[config.mk]
export PLATFORM = sky130hd
export DESIGN_NAME = async_event_sync
export DESIGN_NICKNAME = d
export VERILOG_FILES = /design/src/rtl/async_event_sync.sv
export SDC_FILE = /design/constraint.sdc
export NUM_CORES = 1
export LEC_CHECK = 0
export BUFFER_PORTS_ARGS = -buffer_cell sky130_fd_sc_hd__buf_2
export CORE_MARGIN = 1.5
export CORE_UTILIZATION = 43
export DETAILED_ROUTE_END_ITERATION = 16
export PLACE_DENSITY = 0.7
export SLEW_MARGIN = 30
export SYNTH_ARGS = -nofsm -noshare
export SYNTH_HDL_FRONTEND = slang
export SYNTH_SLANG_ARGS = --single-unit
[constraint.sdc]
create_clock -name clk -period 4.2 [get_ports clk]
set_input_delay 0 -clock clk [delete_from_list [all_inputs] [get_ports clk]]
set_output_delay 0 -clock clk [all_outputs]
set_load 0.01 [all_outputs]
[src/rtl/async_event_sync.sv]
// async_event_sync
// Multi-channel conditioner for asynchronous inputs (pads, external IRQs,
// status lines). Each channel runs independently through:
//   synchroniser chain -> glitch filter -> edge detector -> pulse stretcher
//   plus a sticky pending flag with overflow detection.
//
// Ports
//   clk          single clock
//   rstn         synchronous active-low reset, sampled on rising clk
//   async_in     [CH]        asynchronous inputs, one bit per channel
//   mode         [2*CH]      per-channel edge mode: 00 rise, 01 fall, 10 both, 11 off
//   filt_len     [FILT_W]    glitch filter length, shared by all channels
//   stretch_len  [STRETCH_W] pulse stretch length, shared by all channels
//   clr          [CH]        per-channel clear of pending and ovf
//   level_out    [CH]        filtered synchronised level
//   pulse_out    [CH]        stretched event pulse (stretch_len+1 cycles)
//   pending      [CH]        sticky event flag
//   ovf          [CH]        sticky flag: event arrived while pending was set
module async_event_sync #(
  parameter int              CH          = 4,
  parameter int              SYNC_STAGES = 2,
  parameter logic [CH-1:0]   DEFAULT_VAL = {CH{1'b0}},
  parameter int              FILT_W      = 4,
  parameter int              STRETCH_W   = 4
) (
  input  logic                 clk,
  input  logic                 rstn,
  input  logic [CH-1:0]        async_in,
  input  logic [2*CH-1:0]      mode,
  input  logic [FILT_W-1:0]    filt_len,
  input  logic [STRETCH_W-1:0] stretch_len,
  input  logic [CH-1:0]        clr,
  output logic [CH-1:0]        level_out,
  output logic [CH-1:0]        pulse_out,
  output logic [CH-1:0]        pending,
  output logic [CH-1:0]        ovf
);

  localparam logic [1:0] MODE_RISE = 2'b00;
  localparam logic [1:0] MODE_FALL = 2'b01;
  localparam logic [1:0] MODE_BOTH = 2'b10;

  logic [CH-1:0][SYNC_STAGES-1:0] sync_q, sync_d;
  logic [CH-1:0]                  level_q, level_d;
  logic [CH-1:0][FILT_W-1:0]      cnt_q, cnt_d;
  logic [CH-1:0]                  pulse_q, pulse_d;
  logic [CH-1:0][STRETCH_W-1:0]   scnt_q, scnt_d;
  logic [CH-1:0]                  pending_q, pending_d;
  logic [CH-1:0]                  ovf_q, ovf_d;

  logic [CH-1:0]                  sync_out_s;
  logic [CH-1:0]                  commit_s;
  logic [CH-1:0]                  event_s;

  // Synchroniser shift: stage 0 samples the pin, the last stage feeds the filter.
  always_comb begin
    sync_d     = sync_q;
    sync_out_s = {CH{1'b0}};
    for (int i = 0; i < CH; i++) begin
      sync_d[i]     = {sync_q[i][SYNC_STAGES-2:0], async_in[i]};
      sync_out_s[i] = sync_q[i][SYNC_STAGES-1];
    end
  end

  // Glitch filter: commit a new level only after filt_len+1 consecutive
  // differing samples. Equality (not >=) is deliberate so a shortened
  // filt_len lets a running count wrap instead of committing early.
  always_comb begin
    level_d  = level_q;
    cnt_d    = cnt_q;
    commit_s = {CH{1'b0}};
    for (int i = 0; i < CH; i++) begin
      if (sync_out_s[i] == level_q[i]) begin
        cnt_d[i] = {FILT_W{1'b0}};
      end else if (cnt_q[i] == filt_len) begin
        level_d[i]  = sync_out_s[i];
        cnt_d[i]    = {FILT_W{1'b0}};
        commit_s[i] = 1'b1;
      end else begin
        cnt_d[i] = cnt_q[i] + FILT_W'(1);
      end
    end
  end

  // Edge detector: a commit is an event when its direction matches the mode.
  // The committed direction is simply the new level (sync_out at commit time).
  always_comb begin
    event_s = {CH{1'b0}};
    for (int i = 0; i < CH; i++) begin
      case (mode[2*i +: 2])
        MODE_RISE: event_s[i] = commit_s[i] & sync_out_s[i];
        MODE_FALL: event_s[i] = commit_s[i] & ~sync_out_s[i];
        MODE_BOTH: event_s[i] = commit_s[i];
        default:   event_s[i] = 1'b0;
      endcase
    end
  end

  // Pulse stretcher: an event (re)loads the down-counter, so a retrigger
  // extends the pulse seamlessly.
  always_comb begin
    pulse_d = pulse_q;
    scnt_d  = scnt_q;
    for (int i = 0; i < CH; i++) begin
      if (event_s[i]) begin
        pulse_d[i] = 1'b1;
        scnt_d[i]  = stretch_len;
      end else if (pulse_q[i]) begin
        if (scnt_q[i] == {STRETCH_W{1'b0}}) begin
          pulse_d[i] = 1'b0;
        end else begin
          scnt_d[i] = scnt_q[i] - STRETCH_W'(1);
        end
      end else begin
        pulse_d[i] = 1'b0;
      end
    end
  end

  // Pending/overflow: a simultaneous clr consumes the previous event, so the
  // new event sets pending but does not count as an overflow.
  always_comb begin
    pending_d = pending_q;
    ovf_d     = ovf_q;
    for (int i = 0; i < CH; i++) begin
      if (event_s[i]) begin
        pending_d[i] = 1'b1;
        if (clr[i]) begin
          ovf_d[i] = 1'b0;
        end else if (pending_q[i]) begin
          ovf_d[i] = 1'b1;
        end else begin
          ovf_d[i] = ovf_q[i];
        end
      end else if (clr[i]) begin
        pending_d[i] = 1'b0;
        ovf_d[i]     = 1'b0;
      end else begin
        pending_d[i] = pending_q[i];
      end
    end
  end

  // State registers with synchronous active-low reset.
  always_ff @(posedge clk) begin
    if (!rstn) begin
      for (int i = 0; i < CH; i++) begin
        sync_q[i] <= {SYNC_STAGES{DEFAULT_VAL[i]}};
        cnt_q[i]  <= {FILT_W{1'b0}};
        scnt_q[i] <= {STRETCH_W{1'b0}};
      end
      level_q   <= DEFAULT_VAL;
      pulse_q   <= {CH{1'b0}};
      pending_q <= {CH{1'b0}};
      ovf_q     <= {CH{1'b0}};
    end else begin
      sync_q    <= sync_d;
      cnt_q     <= cnt_d;
      scnt_q    <= scnt_d;
      level_q   <= level_d;
      pulse_q   <= pulse_d;
      pending_q <= pending_d;
      ovf_q     <= ovf_d;
    end
  end

  assign level_out = level_q;
  assign pulse_out = pulse_q;
  assign pending   = pending_q;
  assign ovf       = ovf_q;

endmodule

Yosys cells after proc, flatten, opt, wreduce, memory -nomap -nowiden
Index checks and enable logic that the tools add are counted.
{"block": "totals", "mem_bits_ro": 0, "latchBits": 0, "regBits": 56, "mem_bits_rw": 0, "n_memories": 0, "input_bits": 26, "out_inout_bits": 16, "word_cells": 162}
{"block": "classes", "order_cmp": 0, "n_reduce_logical": 36, "n_eq_ne": 20, "n_shift": 0, "add_sub_neg": 8, "div_mod_pow": 0, "multipliers": 0, "n_bitwise": 17, "n_mux": 56}
{"operator": "$mux 4", "n": 12}
{"operator": "$mux 1", "n": 40}
{"operator": "$reduce_and 2->1", "n": 12}
{"operator": "$reduce_bool 2->1", "n": 12}
{"operator": "$add 4x1->4 const B", "n": 4}
{"operator": "$eq 4x4->1", "n": 4}
{"operator": "$logic_not 4->1", "n": 4}
{"operator": "$sub 4x1->4 const B", "n": 4}
{"operator": "$pmux 1 s3", "n": 4}
{"operator": "$reduce_or 3->1", "n": 4}
{"operator": "$not 1->1", "n": 9}
{"operator": "$and 1x1->1", "n": 8}
{"operator": "$eq 2x1->1 const B", "n": 4}
{"operator": "$eq 2x2->1 const B", "n": 4}
{"operator": "$logic_not 2->1", "n": 4}
{"operator": "$ne 2x2->1 const B", "n": 4}
{"operator": "$eq 1x1->1", "n": 4}

Logic depth before layout (Yosys ltp)
{"block": "logic_depth", "word_depth": 7, "depth_mapped": 6, "ltp_nobuf": 6}

Worst setup path after synthesis
Ideal clock, no wire load.
{"block": "synth_path", "kind": "reg2reg", "from": "register scnt_q[0] (netlist name)", "to": "register scnt_q[1] (netlist name)", "setup_time_ns": 0.072, "required_time_ns": 4.128, "path_stages_with_launch": 7, "period_less_slack_ns": 1.517, "t_arrival_ns": 1.445, "n_path_buf": 0, "setup_slack_ns": 2.683, "cell_sequence": "dfxtp_1 inv_1 ha_1 or3b_4 and2_4 a211o_1 mux2i_1"}
{"block": "synth_via", "elab_chain_cells": 4, "elab_cells_between_ends": 7, "cone_classes": "1 x add/sub; 1 x eq/ne; 3 x mux; 2 x reduce/logical"}
{"element": "from (decl)", "line": "47", "rtl": "logic [CH-1:0][STRETCH_W-1:0] scnt_q, scnt_d;"}
{"element": "from (signal, indexed assignment)", "line": "150", "rtl": "scnt_q[i] <= {STRETCH_W{1'b0}};"}
{"element": "from (signal assigned)", "line": "159", "rtl": "scnt_q <= scnt_d;"}
{"element": "$sub 4x1->4", "line": "112", "rtl": "scnt_d[i] = scnt_q[i] - STRETCH_W'(1);"}
{"element": "$mux 4", "line": "109", "rtl": "if (scnt_q[i] == {STRETCH_W{1'b0}}) begin"}
{"element": "$mux 4", "line": "108", "rtl": "end else if (pulse_q[i]) begin"}
{"element": "$mux 4", "line": "105", "rtl": "if (event_s[i]) begin"}
Parallel ways exist; a longest one is shown, timed or not. The select of a mux whose other input is x is not followed.
A chain may end at the register's enable or synchronous reset.

Final worst setup path
Ends and elaborated chain as after synthesis.

==> impl_metrics.csv <==
group,metric,value,unit
finish,antennaDiodeCount,0,
floorplan,die_y,81.19,um
grt,grt_pass1_wl,8128,um
timing,fmax,608.9,MHz
place,post-place-ws,2.481,ns
finish,fin_util,0.5239,
worst_setup_path,reg2reg_slack,2.56,ns
worst_setup_path,cp_max_fo,4,
floorplan,coreArea,0.005921,mm^2
timing,setup_tns,0,ns
clocking,postCtsSetupBuffers,0,
timing,setup_viol,0,
yosys,syn-cell-area,0.002629,mm^2
clocking,htreeDepth,2,
timing,post-route-min-period,1.642,ns
power_and_ir_drop,p_per_area,322.5,mW/mm^2
route,drtPass1Iterations,4,
timing,relSlewSlack,0.6386,
worst_setup_path,critPathKind,"reg -> reg",
grt,first_global_vias,1849,
clocking,cts_made_buffers,5,
yosys,yosysWarnings,0,
finish,final_common_cell,"dfxtp_1",
finish,final_nets,362,
yosys,ys_seq_area_frac,0.4265,
yosys,ys_seq_elements,56,
worst_setup_path,worstPathRequired,4.43,ns
yosys,synth_nets,314,
timing,layout_setup_ws,2.558,ns
floorplan,die_area,0.006592,mm^2
route,drt_iter0_drc,83,
yosys,postSynthAreaPerCell,9.388,um^2
finish,drive_gt1_frac,0.1890,
clocking,clock-sinks,56,
worst_setup_path,worst_setup_path_end_kind,"register",
hold_path,hold_class,"in -> reg",
route,vias_per_cell,4.873,
grt,grt_use_total,0.1579,
floorplan,rows,28,
route,wirelength,4799,um
floorplan,initial_utilization,0.4440,
timing,final_hold_viol_count,0,
yosys,synth-async-reset-ratio,0,
yosys,synth_edf_count,0,
clocking,clk_pin_slew,0.09,ns
finish,multiInputGateArea,0.001416,mm^2
finish,final_cell_area,0.003102,mm^2
grt,grt_antenna_before_repair,0,
worst_setup_path,cp.arrival,1.88,ns
clocking,cts-root-buf,"clkbuf_8",
grt,overflow,0,
finish,syn_to_final_growth,17.99,%
status,run_status,"completed",
power_and_ir_drop,irDropWorstVdd,0.1826,mV
place,gp_congestion,0.7786,
run,maxCapViolations,0,
place,placed_area,0.002893,mm^2
power_and_ir_drop,p_leak,0.001364,uW
timing,rsz0062_at_grt,"false",
place,io_buffers,41,
finish,final_cell_mix,"dfxtp_1, buf_2, nor2_1",
clocking,worstSkewPairLatency,0.30,ns
route,vias,1964,
finish,fillerInstances,557,
timing,drv_slew,0,
yosys,postSynthCellCount,280,
yosys,synth_cell_types,36,
route,wire_per_inst,11.91,um
floorplan,io_pins,42,
finish,seq_area,0.001121,mm^2
clocking,cts.path.max_buffers,2,
place,hpwlAfterDp,3493,um
route,drc,0,
power_and_ir_drop,p_total,1000,uW
route,drtAntennaViolNets,0,
timing,min_period_over_period,0.3910,
timing,worst_pin_slew,0.5388,ns
clocking,cts_tree,"done",
timing,finalClockSkew,0.005940,ns
worst_setup_path,critPathLaunchType,"register",
floorplan,die_x,81.19,um
yosys,synth_flop_cell,"dfxtp_1",
grt,grt_max_degree,33,
-- area by class of cell --
| type | count | area share |
|---|---|---|
| multi-input cells | 201 | 0.4566 |
| repair buffers | 49 | 0.09197 |
| clock inverters | 2 | 0.01936 |
| clock buffers | 5 | 0.02219 |
| flip-flops and latches | 56 | 0.3614 |
| well taps | 75 | 0.03025 |
| inverters | 15 | 0.01815 |
-- kinds of logic (layout without fill, tap and decap cells) --
kind of cell | after synthesis | after routing | share of synthesized area
simple gates | 100 | 100 | 0.2037
flops | 56 | 56 | 0.4265
compound gates | 34 | 34 | 0.08424
xor+xnor | 32 | 32 | 0.1066
mux | 27 | 27 | 0.1061
buf+inv | 23 | 71 | 0.03474
fa+ha+maj | 8 | 8 | 0.03808
-- synthesized netlist by cell type (all sizes together), types with 2 or more instances --
cell type  count  area share
nor4b          4       0.013
inv           14       0.020
xor2           9       0.030
mux2i         20       0.076
or3b           4       0.014
a21oi         14       0.027
o21a           2      0.0057
o21bai         3       0.013
and3           4       0.010
a311o          3       0.011
nand2         23       0.033
nor3b          8       0.023
ha             8       0.038
dfxtp         56        0.43
mux2           7       0.030
nand4          4      0.0095
o21ai          8       0.015
nand3          8       0.015
and2           9       0.022
nand2b         3      0.0071
nor2          28       0.043
xnor2         23       0.077
clkbuf         8       0.013
nor2b          4      0.0095
-- worst max-delay path, stage by stage, from the launching register on --
cell     delay [ns]
dfxtp_1        0.33
inv_1          0.08
ha_1           0.19
or3b_4         0.41
and2_4         0.17
a211o_1        0.29
mux2i_1        0.11
-- per-stage QoR --
stage,cells,hold WS [ns]
floorplan,280,0.1273
global placement,388,0.2137
detailed placement,388,0.2117
CTS,403,0.06848
global route,403,0.07947
finish,403,0.06866
-- repair_timing --
item,4_1_cts,5_1_grt
endpoints found under the hold margin,11,0
gates resized for setup,0,0
hold buffers,8,0
-- where the power goes --
part           internal, uW  switching (uW)  total [uW]  leakage [uW]
clock network           235             164         398     0.0000642
logic                  30.5            30.7        61.2      0.000847
registers               536            4.59         541      0.000453
-- routing by layer --
layer | share of wire | routed length, um | global-route usage
met4 | 0.014 | 69 | 0.04655
met3 | 0.026 | 124 | 0.03258
met1 | 0.49 | 2328 | 0.1919
met5 | 0 | 0 | 0
met2 | 0.47 | 2276 | 0.2792
-- flip-flops by register name, indices dropped and copies added, names as in the netlist --
name,count
cnt_q,16
level_out,4
ovf,4
pending,4
pulse_out,4
scnt_q,16
sync_d,4
sync_out_s,4
-- final timing paths --
path | cells after the start | start | endpoint
worst max-delay path | 6 | scnt_q[0] | scnt_q[1]
worst min register to register | 1 | sync_d[1] | sync_out_s[0]
worst min-delay path | 3 | stretch_len[2] | scnt_q[10]
worst max register to register | 6 | scnt_q[0] | scnt_q[1]
(Power assumes the default switching activity.)
